--- config.mk ---
export PLATFORM = sky130hd
export DESIGN_NAME = vga_display_controller
export DESIGN_NICKNAME = d
export VERILOG_FILES = /design/src/rtl/vga_display_controller_pkg.sv /design/src/rtl/vga_display_controller_reset_sync.sv /design/src/rtl/vga_display_controller.sv
export SDC_FILE = /design/constraint.sdc
export NUM_CORES = 1
export LEC_CHECK = 0
export BUFFER_PORTS_ARGS = -buffer_cell sky130_fd_sc_hd__buf_2
export CORE_UTILIZATION = 53
export DETAILED_ROUTE_END_ITERATION = 7
export PLACE_DENSITY_LB_ADDON = 0.25
export SLEW_MARGIN = 20
export SYNTH_ARGS = -nofsm -noshare
export SYNTH_HDL_FRONTEND = slang
export SYNTH_SLANG_ARGS = --single-unit
--- constraint.sdc ---
create_clock -name clk -period 8.05 [get_ports clk]
set_clock_uncertainty 0.15 [all_clocks]
set_input_delay 0.4025 -clock clk [delete_from_list [all_inputs] [get_ports clk]]
set_output_delay 0.4025 -clock clk [all_outputs]
set_load 0.005 [all_outputs]
--- src/rtl/vga_display_controller_pkg.sv ---
// Shared VGA timing defaults, bar-colour encoding and pipeline payload type.
package vga_pkg;

  // 640x480 @ 60 Hz
  localparam int unsigned VGA640_H_ACTIVE = 640;
  localparam int unsigned VGA640_H_FP     = 16;
  localparam int unsigned VGA640_H_SYNC   = 96;
  localparam int unsigned VGA640_H_BP     = 48;
  localparam int unsigned VGA640_V_ACTIVE = 480;
  localparam int unsigned VGA640_V_FP     = 10;
  localparam int unsigned VGA640_V_SYNC   = 2;
  localparam int unsigned VGA640_V_BP     = 33;

  // 800x600 @ 72 Hz
  localparam int unsigned SVGA800_H_ACTIVE = 800;
  localparam int unsigned SVGA800_H_FP     = 56;
  localparam int unsigned SVGA800_H_SYNC   = 120;
  localparam int unsigned SVGA800_H_BP     = 64;
  localparam int unsigned SVGA800_V_ACTIVE = 600;
  localparam int unsigned SVGA800_V_FP     = 37;
  localparam int unsigned SVGA800_V_SYNC   = 6;
  localparam int unsigned SVGA800_V_BP     = 23;

  localparam int unsigned H_TOTAL = VGA640_H_ACTIVE + VGA640_H_FP + VGA640_H_SYNC + VGA640_H_BP;
  localparam int unsigned V_TOTAL = VGA640_V_ACTIVE + VGA640_V_FP + VGA640_V_SYNC + VGA640_V_BP;

  // {R,G,B} enable bits per bar, left to right
  localparam logic [2:0] BAR_WHITE   = 3'b111;
  localparam logic [2:0] BAR_YELLOW  = 3'b110;
  localparam logic [2:0] BAR_MAGENTA = 3'b101;
  localparam logic [2:0] BAR_RED     = 3'b100;
  localparam logic [2:0] BAR_CYAN    = 3'b011;
  localparam logic [2:0] BAR_GREEN   = 3'b010;
  localparam logic [2:0] BAR_BLUE    = 3'b001;
  localparam logic [2:0] BAR_BLACK   = 3'b000;

  typedef struct packed {
    logic       hs;
    logic       vs;
    logic       de;
    logic       tm;
    logic [2:0] bar;
  } pipe_t;

  // Ceiling log2, never below 1 so it can size a vector directly
  function automatic int unsigned clog2(input int unsigned v);
    int unsigned r;
    r = 1;
    for (int unsigned i = 1; i < 32; i++) begin
      if ((64'(1) << i) < 64'(v)) r = i + 1;
    end
    return r;
  endfunction

  function automatic logic [2:0] bar_code(input logic [2:0] idx);
    case (idx)
      3'd0:    bar_code = BAR_WHITE;
      3'd1:    bar_code = BAR_YELLOW;
      3'd2:    bar_code = BAR_MAGENTA;
      3'd3:    bar_code = BAR_RED;
      3'd4:    bar_code = BAR_CYAN;
      3'd5:    bar_code = BAR_GREEN;
      3'd6:    bar_code = BAR_BLUE;
      default: bar_code = BAR_BLACK;
    endcase
  endfunction

endpackage

--- src/rtl/vga_display_controller_reset_sync.sv ---
// Two-flop reset synchroniser: asserts asynchronously, releases on the second clk edge.
module reset_sync (
  input  logic clk,
  input  logic arst_n_i,
  output logic rst_n_o
);

  logic [1:0] sync_q;

  always_ff @(posedge clk or negedge arst_n_i) begin
    if (!arst_n_i) sync_q <= 2'b00;
    else           sync_q <= {sync_q[0], 1'b1};
  end

  assign rst_n_o = sync_q[1];

endmodule

--- src/rtl/vga_display_controller.sv ---
// Programmable VGA timing generator with replicated VRAM addressing, colour bars
// and a delay line that keeps sync/DE/colour aligned with VRAM read data.
module vga_display_controller
  import vga_pkg::*;
#(
  parameter int unsigned H_ACTIVE  = VGA640_H_ACTIVE,
  parameter int unsigned H_FP      = VGA640_H_FP,
  parameter int unsigned H_SYNC    = VGA640_H_SYNC,
  parameter int unsigned H_BP      = VGA640_H_BP,
  parameter int unsigned V_ACTIVE  = VGA640_V_ACTIVE,
  parameter int unsigned V_FP      = VGA640_V_FP,
  parameter int unsigned V_SYNC    = VGA640_V_SYNC,
  parameter int unsigned V_BP      = VGA640_V_BP,
  parameter bit          HSYNC_POL = 1'b0,
  parameter bit          VSYNC_POL = 1'b0,
  parameter int unsigned SCALE     = 2,
  parameter int unsigned CW        = 4,
  parameter int unsigned RD_LAT    = 1,
  localparam int unsigned HAW      = clog2(H_ACTIVE >> SCALE),
  localparam int unsigned VAW      = clog2(V_ACTIVE >> SCALE)
) (
  input  logic                 clk,
  input  logic                 reset,
  input  logic                 pix_ce,
  input  logic                 test_mode,
  output logic [HAW+VAW-1:0]   vram_addr,
  input  logic [3*CW-1:0]      vram_data,
  output logic [CW-1:0]        VGA_RED,
  output logic [CW-1:0]        VGA_GREEN,
  output logic [CW-1:0]        VGA_BLUE,
  output logic                 VGA_HSYNC,
  output logic                 VGA_VSYNC,
  output logic                 VGA_DE,
  output logic                 frame_start
);

  localparam int unsigned HT    = H_ACTIVE + H_FP + H_SYNC + H_BP;
  localparam int unsigned VT    = V_ACTIVE + V_FP + V_SYNC + V_BP;
  localparam int unsigned HW    = clog2(HT + 1);
  localparam int unsigned VW    = clog2(VT + 1);
  localparam int unsigned DL    = RD_LAT + 1;
  localparam int unsigned BAR_W = H_ACTIVE / 8;
  localparam int unsigned BW    = clog2(BAR_W);

  logic               rst_n;
  logic [HW-1:0]      h_cnt_q, h_cnt_d;
  logic [VW-1:0]      v_cnt_q, v_cnt_d;
  logic [2:0]         bar_idx_q, bar_idx_d;
  logic [BW-1:0]      bar_px_q, bar_px_d;
  logic [HAW+VAW-1:0] vram_addr_q, vram_addr_d;
  pipe_t              dl_q [DL];
  pipe_t              pipe_in, pipe_out;
  logic               hsync_q, hsync_d, vsync_q, vsync_d, de_q, de_d;
  logic [3*CW-1:0]    rgb_q, rgb_d;
  logic               h_wrap, v_wrap, h_act, active;

  reset_sync u_reset_sync (
    .clk      (clk),
    .arst_n_i (reset),
    .rst_n_o  (rst_n)
  );

  // Raster counters, bar tracker and VRAM address
  always_comb begin
    h_wrap      = (h_cnt_q == HW'(HT - 1));
    v_wrap      = (v_cnt_q == VW'(VT - 1));
    h_act       = (h_cnt_q < HW'(H_ACTIVE));
    active      = h_act && (v_cnt_q < VW'(V_ACTIVE));
    h_cnt_d     = h_cnt_q;
    v_cnt_d     = v_cnt_q;
    bar_idx_d   = bar_idx_q;
    bar_px_d    = bar_px_q;
    vram_addr_d = vram_addr_q;
    if (pix_ce) begin
      h_cnt_d = h_wrap ? '0 : h_cnt_q + HW'(1);
      if (h_wrap) v_cnt_d = v_wrap ? '0 : v_cnt_q + VW'(1);
      if (h_wrap) begin
        bar_idx_d = 3'd0;
        bar_px_d  = '0;
      end else if (h_act) begin
        if (bar_px_q == BW'(BAR_W - 1)) begin
          bar_px_d  = '0;
          bar_idx_d = bar_idx_q + 3'd1;
        end else begin
          bar_px_d  = bar_px_q + BW'(1);
        end
      end
      if (active) vram_addr_d = {VAW'(v_cnt_q >> SCALE), HAW'(h_cnt_q >> SCALE)};
    end
  end

  // Per-pixel attributes entering the delay line (active-high sync flags)
  always_comb begin
    pipe_in     = '0;
    pipe_in.hs  = (h_cnt_q >= HW'(H_ACTIVE + H_FP)) && (h_cnt_q < HW'(H_ACTIVE + H_FP + H_SYNC));
    pipe_in.vs  = (v_cnt_q >= VW'(V_ACTIVE + V_FP)) && (v_cnt_q < VW'(V_ACTIVE + V_FP + V_SYNC));
    pipe_in.de  = active;
    pipe_in.tm  = test_mode;
    pipe_in.bar = bar_code(bar_idx_q);
  end

  always_comb begin
    pipe_out = dl_q[DL-1];
    hsync_d  = pipe_out.hs ? HSYNC_POL : ~HSYNC_POL;
    vsync_d  = pipe_out.vs ? VSYNC_POL : ~VSYNC_POL;
    de_d     = pipe_out.de;
    rgb_d    = '0;
    if (pipe_out.de) begin
      rgb_d = pipe_out.tm ? {{CW{pipe_out.bar[2]}}, {CW{pipe_out.bar[1]}}, {CW{pipe_out.bar[0]}}}
                          : vram_data;
    end
  end

  always_ff @(posedge clk or negedge rst_n) begin
    if (!rst_n) begin
      h_cnt_q     <= '0;
      v_cnt_q     <= '0;
      bar_idx_q   <= 3'd0;
      bar_px_q    <= '0;
      vram_addr_q <= '0;
      for (int i = 0; i < DL; i++) dl_q[i] <= '0;
      hsync_q     <= ~HSYNC_POL;
      vsync_q     <= ~VSYNC_POL;
      de_q        <= 1'b0;
      rgb_q       <= '0;
    end else begin
      h_cnt_q     <= h_cnt_d;
      v_cnt_q     <= v_cnt_d;
      bar_idx_q   <= bar_idx_d;
      bar_px_q    <= bar_px_d;
      vram_addr_q <= vram_addr_d;
      if (pix_ce) begin
        dl_q[0] <= pipe_in;
        for (int i = 1; i < DL; i++) dl_q[i] <= dl_q[i-1];
        hsync_q <= hsync_d;
        vsync_q <= vsync_d;
        de_q    <= de_d;
        rgb_q   <= rgb_d;
      end
    end
  end

  // Marks counter state (0,0), not the pins
  assign frame_start = rst_n && pix_ce && (h_cnt_q == '0) && (v_cnt_q == '0);

  assign vram_addr = vram_addr_q;
  assign VGA_RED   = rgb_q[3*CW-1 -: CW];
  assign VGA_GREEN = rgb_q[2*CW-1 -: CW];
  assign VGA_BLUE  = rgb_q[CW-1:0];
  assign VGA_HSYNC = hsync_q;
  assign VGA_VSYNC = vsync_q;
  assign VGA_DE    = de_q;

endmodule

== After elaboration in Yosys (flattened, before gate mapping) ==
Index checks and enable logic that the tools add are counted.

* Flip-flop bits (word level): 76
* Output and inout port bits: 31

* Mux-type cells: 13
* Reductions and logical operators: 15
* Eq/ne operators: 9
* Add/sub/neg operators: 4
* Magnitude comparators: 6

{| class="wikitable"
|+ Operator list
! cell !! number
|-
| 12-bit two-way mux || 2
|-
| 7-bit two-way mux || 3
|-
| 3-bit case mux with 7 select lines || 1
|-
| 10-bit by 1-bit adder with 10-bit output (second input constant) || 2
|-
| 10-bit equality test (second input constant) || 2
|-
| 10-bit zero test || 2
|-
| 10-bit less-than comparator (second input constant) || 2
|-
| 10-bit by 9-bit less-than comparator with 1-bit output (second input constant) || 2
|-
| 10-bit two-way mux || 2
|-
| 10-bit >= comparator (second input constant) || 1
|-
| 10-bit by 9-bit >= comparator with 1-bit output (second input constant) || 1
|-
| 3-bit equality test (second input constant) || 3
|-
| 3-bit two-way mux || 3
|-
| 7-bit by 1-bit adder with 7-bit output (second input constant) || 1
|-
| 7-bit equality test (second input constant) || 1
|-
| 3-bit by 2-bit equality test with 1-bit output (second input constant) || 2
|-
| 1-bit logical AND || 6
|-
| 2-bit AND reduction || 3
|-
| 2-bit nonzero test || 2
|-
| 3-bit by 1-bit adder with 3-bit output (second input constant) || 1
|-
| 3-bit by 1-bit equality test with 1-bit output (second input constant) || 1
|-
| 3-bit zero test || 1
|-
| 3-bit AND reduction || 1
|-
| 1-bit two-way mux || 2
|}

== Longest topological paths before layout ==
* Depth in word-level cells: 4
* Depth in mapped cells: 6
* Gate-level depth less buffers: 6

== Hierarchy ==
From an unflattened synthesis, not the netlist that was laid out.

* Cells, all modules: 317
* Area, all modules: 3614.7 um^2

{| class="wikitable"
|+ By module, submodules not included
! module !! times used !! area each (um^2) !! cells each
|-
| vga_display_controller || 1 || 3560.9 || 314
|-
| reset_sync || 1 || 53.8 || 3
|}

== Least setup slack after synthesis ==
OpenSTA, ideal clock, no wires.

* Kind: reg-to-output
* Start point: reg u_reset_sync.sync_q[1]
* End point: out frame_start
* Buffers on the path: 0
* Stages on the path, launching flop included: 4
* Arrival time: 2587 ps
* Setup slack: 4910 ps
* Cell sequence: dfrtp_1 nor4b_1 nand4_1 nor3_1

* Word-level cells in the longest chain between the ends: 3

{| class="wikitable"
|+ Ends and longest elaborated chain
! item !! line !! source
|-
| from (decl) || vga_display_controller_reset_sync.sv:8 || <nowiki>logic [1:0] sync_q;</nowiki>
|-
| from (signal assigned) || vga_display_controller_reset_sync.sv:12 || <nowiki>else sync_q <= {sync_q[0], 1'b1};</nowiki>
|-
| 1-bit logical AND (3 in series) || vga_display_controller.sv:144 || <nowiki>assign frame_start = rst_n && pix_ce && (h_cnt_q == '0) && (v_cnt_q == '0);</nowiki>
|-
| to (decl) || vga_display_controller.sv:34 || <nowiki>output logic frame_start</nowiki>
|}

No other way between the ends.

== Final worst setup path ==
Same ends and word-level chain as after synthesis.

==> run metrics <==
CP Data Arrival Time=2.23 ns; dpl cell area=3820 sq um; Clock transition at path regs=0.07 ns; drt initial violations=176; first-pass GRT wire length=12.0 mm; largest cells by area after synthesis=dfrtp_1 (52%), mux2_2 (6.6%), mux2i_1 (4.2%); Num CTS Buffers=9; dpl hpwl=4.57 mm; Total GRT Usage=21.8%; number of enable flip-flop cells after synthesis=0; Rows=29; sequential fraction of the synthesis area=53.2%; GP Congestion=0.791; synthesized flop and latch total=76; drt total wl=6.82 mm; cell area after synthesis=3580 sq um; simple-gate share of the synthesized area=14.9%; xor-xnor portion of the synthesized cell area=2.69%; largest net degree at the start of global routing=76; post-synth top area cell=dfrtp_1; H-tree levels=3; mux contribution to synthesized area=10.8%; outcome=finished, violations left; Core Area=6420 sq um; worst slew pin tran=0.916 ns; Setup CP Type=flop to output pin; die area=7080 sq um; CP max FO=75; most instantiated cells after synthesis=dfrtp_1 (74), mux2_2 (21), nand2_1 (18); complex-gate fraction of the synthesized area=10.5%; cts repair resizes=0; clk buf depth=2; Seq. cell area=1910 sq um; dominant cell by count in the synthesized netlist=dfrtp_1; Cell variety after synth=50; Ys Warns=0; Req. time, crit path=7.50 ns; fraction of layout cells with a size suffix above 1=26.7%; asr flop ratio synth=100%; footprint of the multi-input gates=1520 sq um; # setup viols final=0; Die H=84.2 um; Final Cycle Share=34.6%; Layout Cell Area excl Fill=3990 sq um; average size of a mapped cell=11.4 sq um; Starting Density=55.7%; detailed-route via count=2582; initial antenna violation count=0; largest family of logic cells by synthesized area=simple AND/OR/NAND/NOR gates; Slew Viols, Final=0; max-capacitance violation count=0; FMAX=359 MHz; clk root buf=clkbuf_8; syn nets=340; Worst slew margin=38.9%; worst hold path class=primary input to flop; top cell type's share of synthesized area=51.7%; Clock Latency Late Sink=0.35 ns; endpoints failing hold=0; Die Wd=84.2 um; drt wl/cell=15.6 um; Power per Cell Area=220 nW/um^2; port bufs=46; Top FF cell, synth=dfrtp_1; Static Leakage=1.93 nW; post-synthesis cell count=314; Layout area overhead=11.6%; Max VDD drop=93.1 uV; Post-route DRC=6; CTS Sinks=76; Fin Setup TNS=0 ns; vias in the first global route=2503; CP Launch Type=flop; Adder-Cell Fraction of Synth Area=3.50%; RSZ-0062 raised after global routing=false; CTS tree=done; Filler Cells Inserted=520; drt pass-1 iters=7; ANT nets after route=0; min Tclk post-route=2.79 ns; Vias/cell=5.91; failing checks=design-rule violations; hold bufs inserted after CTS=1; # diodes=0; Top Ports=47; Nets=381; post-CTS setup buffers=0; total gr overflow=0; Crit. End Element=output pin
-- critical path, stage by stage (launching register included) --
cell     delay (ns)
dfrtp_2        0.34
buf_4          0.69
nor4b_1        0.32
nand4_1        0.14
nor3_1         0.21
buf_2          0.14
-- worst paths after layout --
kind | start | endpoint | slack [ns] | depth (start not counted)
worst max register to register | h_cnt_q[8] | v_cnt_q[0] | 5.94 | 4
min in group asynchronous | reset | u_reset_sync.sync_q[1] | 0.21 | 2
worst min-delay path | test_mode | dl_q[10] | 0.16 | 2
worst max-delay path | u_reset_sync.sync_q[1] | frame_start | 5.26 | 5
max in group asynchronous | u_reset_sync.sync_q[1] | h_cnt_q[9] | 6.83 | 1
worst min register to register | u_reset_sync.sync_q[0] | u_reset_sync.sync_q[1] | 0.21 | 0
-- state kept, by name, indices dropped and copies added, names as in the netlist --
| name | cells |
|---|---|
| vram_addr | 15 |
| dl_q | 13 |
| rgb_q | 12 |
| h_cnt_q | 10 |
| v_cnt_q | 10 |
| bar_px_q | 7 |
| bar_idx_q | 3 |
| u_reset_sync.sync_q | 2 |
| VGA_DE | 1 |
| VGA_HSYNC | 1 |
| VGA_VSYNC | 1 |
| de_d | 1 |
-- power breakdown --
group / switching [W] / internal [W]
combinational: 0.0000672 / 0.0000729
clock: 0.000141 / 0.000110
sequential: 0.0000541 / 0.000432
-- layout make-up --
cell class                      instances  share of cell area, %
Inverter                               15                   1.41
Multi-Input combinational cell        205                   38.1
Timing Repair Buffer                   48                   6.20
Sequential cell                        76                   47.7
Clock buffer                            9                   3.10
Tap cell                               77                   2.41
Clock inverter                          7                   1.10
-- routing by layer --
layer	part of all wire [%]	routed length, um	GRT usage, %	vias to the layer above
met5	0	0	0	-
met3	4.4	299	3.54	9
met4	1.7	119	10.8	0
met2	47	3180	31.6	56
met1	47	3210	32.0	1296
li1	-	-	-	1221
-- layout by cell type (no fill, tap or decap), types with 2 or more instances in the layout --
| cell type | count |
|---|---|
| o31ai_1 | 5 |
| o21ai_0 | 16 |
| nand3_1 | 15 |
| and4_2 | 2 |
| or4_1 | 5 |
| nand4_1 | 10 |
| and3_1 | 4 |
| dfstp_2 | 2 |
| a21o_1 | 3 |
| inv_1 | 15 |
| nor2b_1 | 2 |
| buf_2 | 46 |
| mux2_2 | 21 |
| nand2_1 | 18 |
| nor4b_1 | 3 |
| nor2_1 | 11 |
| xnor2_1 | 6 |
| xor2_1 | 5 |
| mux2i_1 | 15 |
| nor3_1 | 2 |
| ha_1 | 10 |
| and4_1 | 3 |
| clkinv_2 | 4 |
| or3_1 | 2 |
| a31oi_1 | 2 |
| a21oi_1 | 10 |
| nor4_1 | 5 |
| dfrtp_1 | 73 |
| o2bb2ai_1 | 12 |
| a21oi_2 | 2 |
| clkinvlp_4 | 2 |
| clkbuf_8 | 9 |
-- stage by stage --
step                power [W]  util [%]  hold WS (ns)  cells  setup WS (ns)
floorplan            0.000591         -       -0.0431    314           4.91
global placement     0.000630      59.4        0.0385    420           5.63
detailed placement   0.000634      59.4        0.0404    420           5.58
CTS                  0.000885      62.2         0.148    437           5.18
global route         0.000926      62.2         0.162    437           5.00
finish               0.000878      62.2         0.163    437           5.26
-- logic make-up (layout without fill, tap and decap cells) --
| family | count (synthesis) | count (layout) |
|---|---|---|
| mux | 36 | 36 |
| simple gates | 91 | 91 |
| other cells | 1 | 1 |
| flops | 76 | 76 |
| fa+ha+maj | 10 | 10 |
| xor+xnor | 11 | 11 |
| compound gates | 56 | 56 |
| buf+inv | 33 | 79 |
Power figures use the tool's default switching activity.
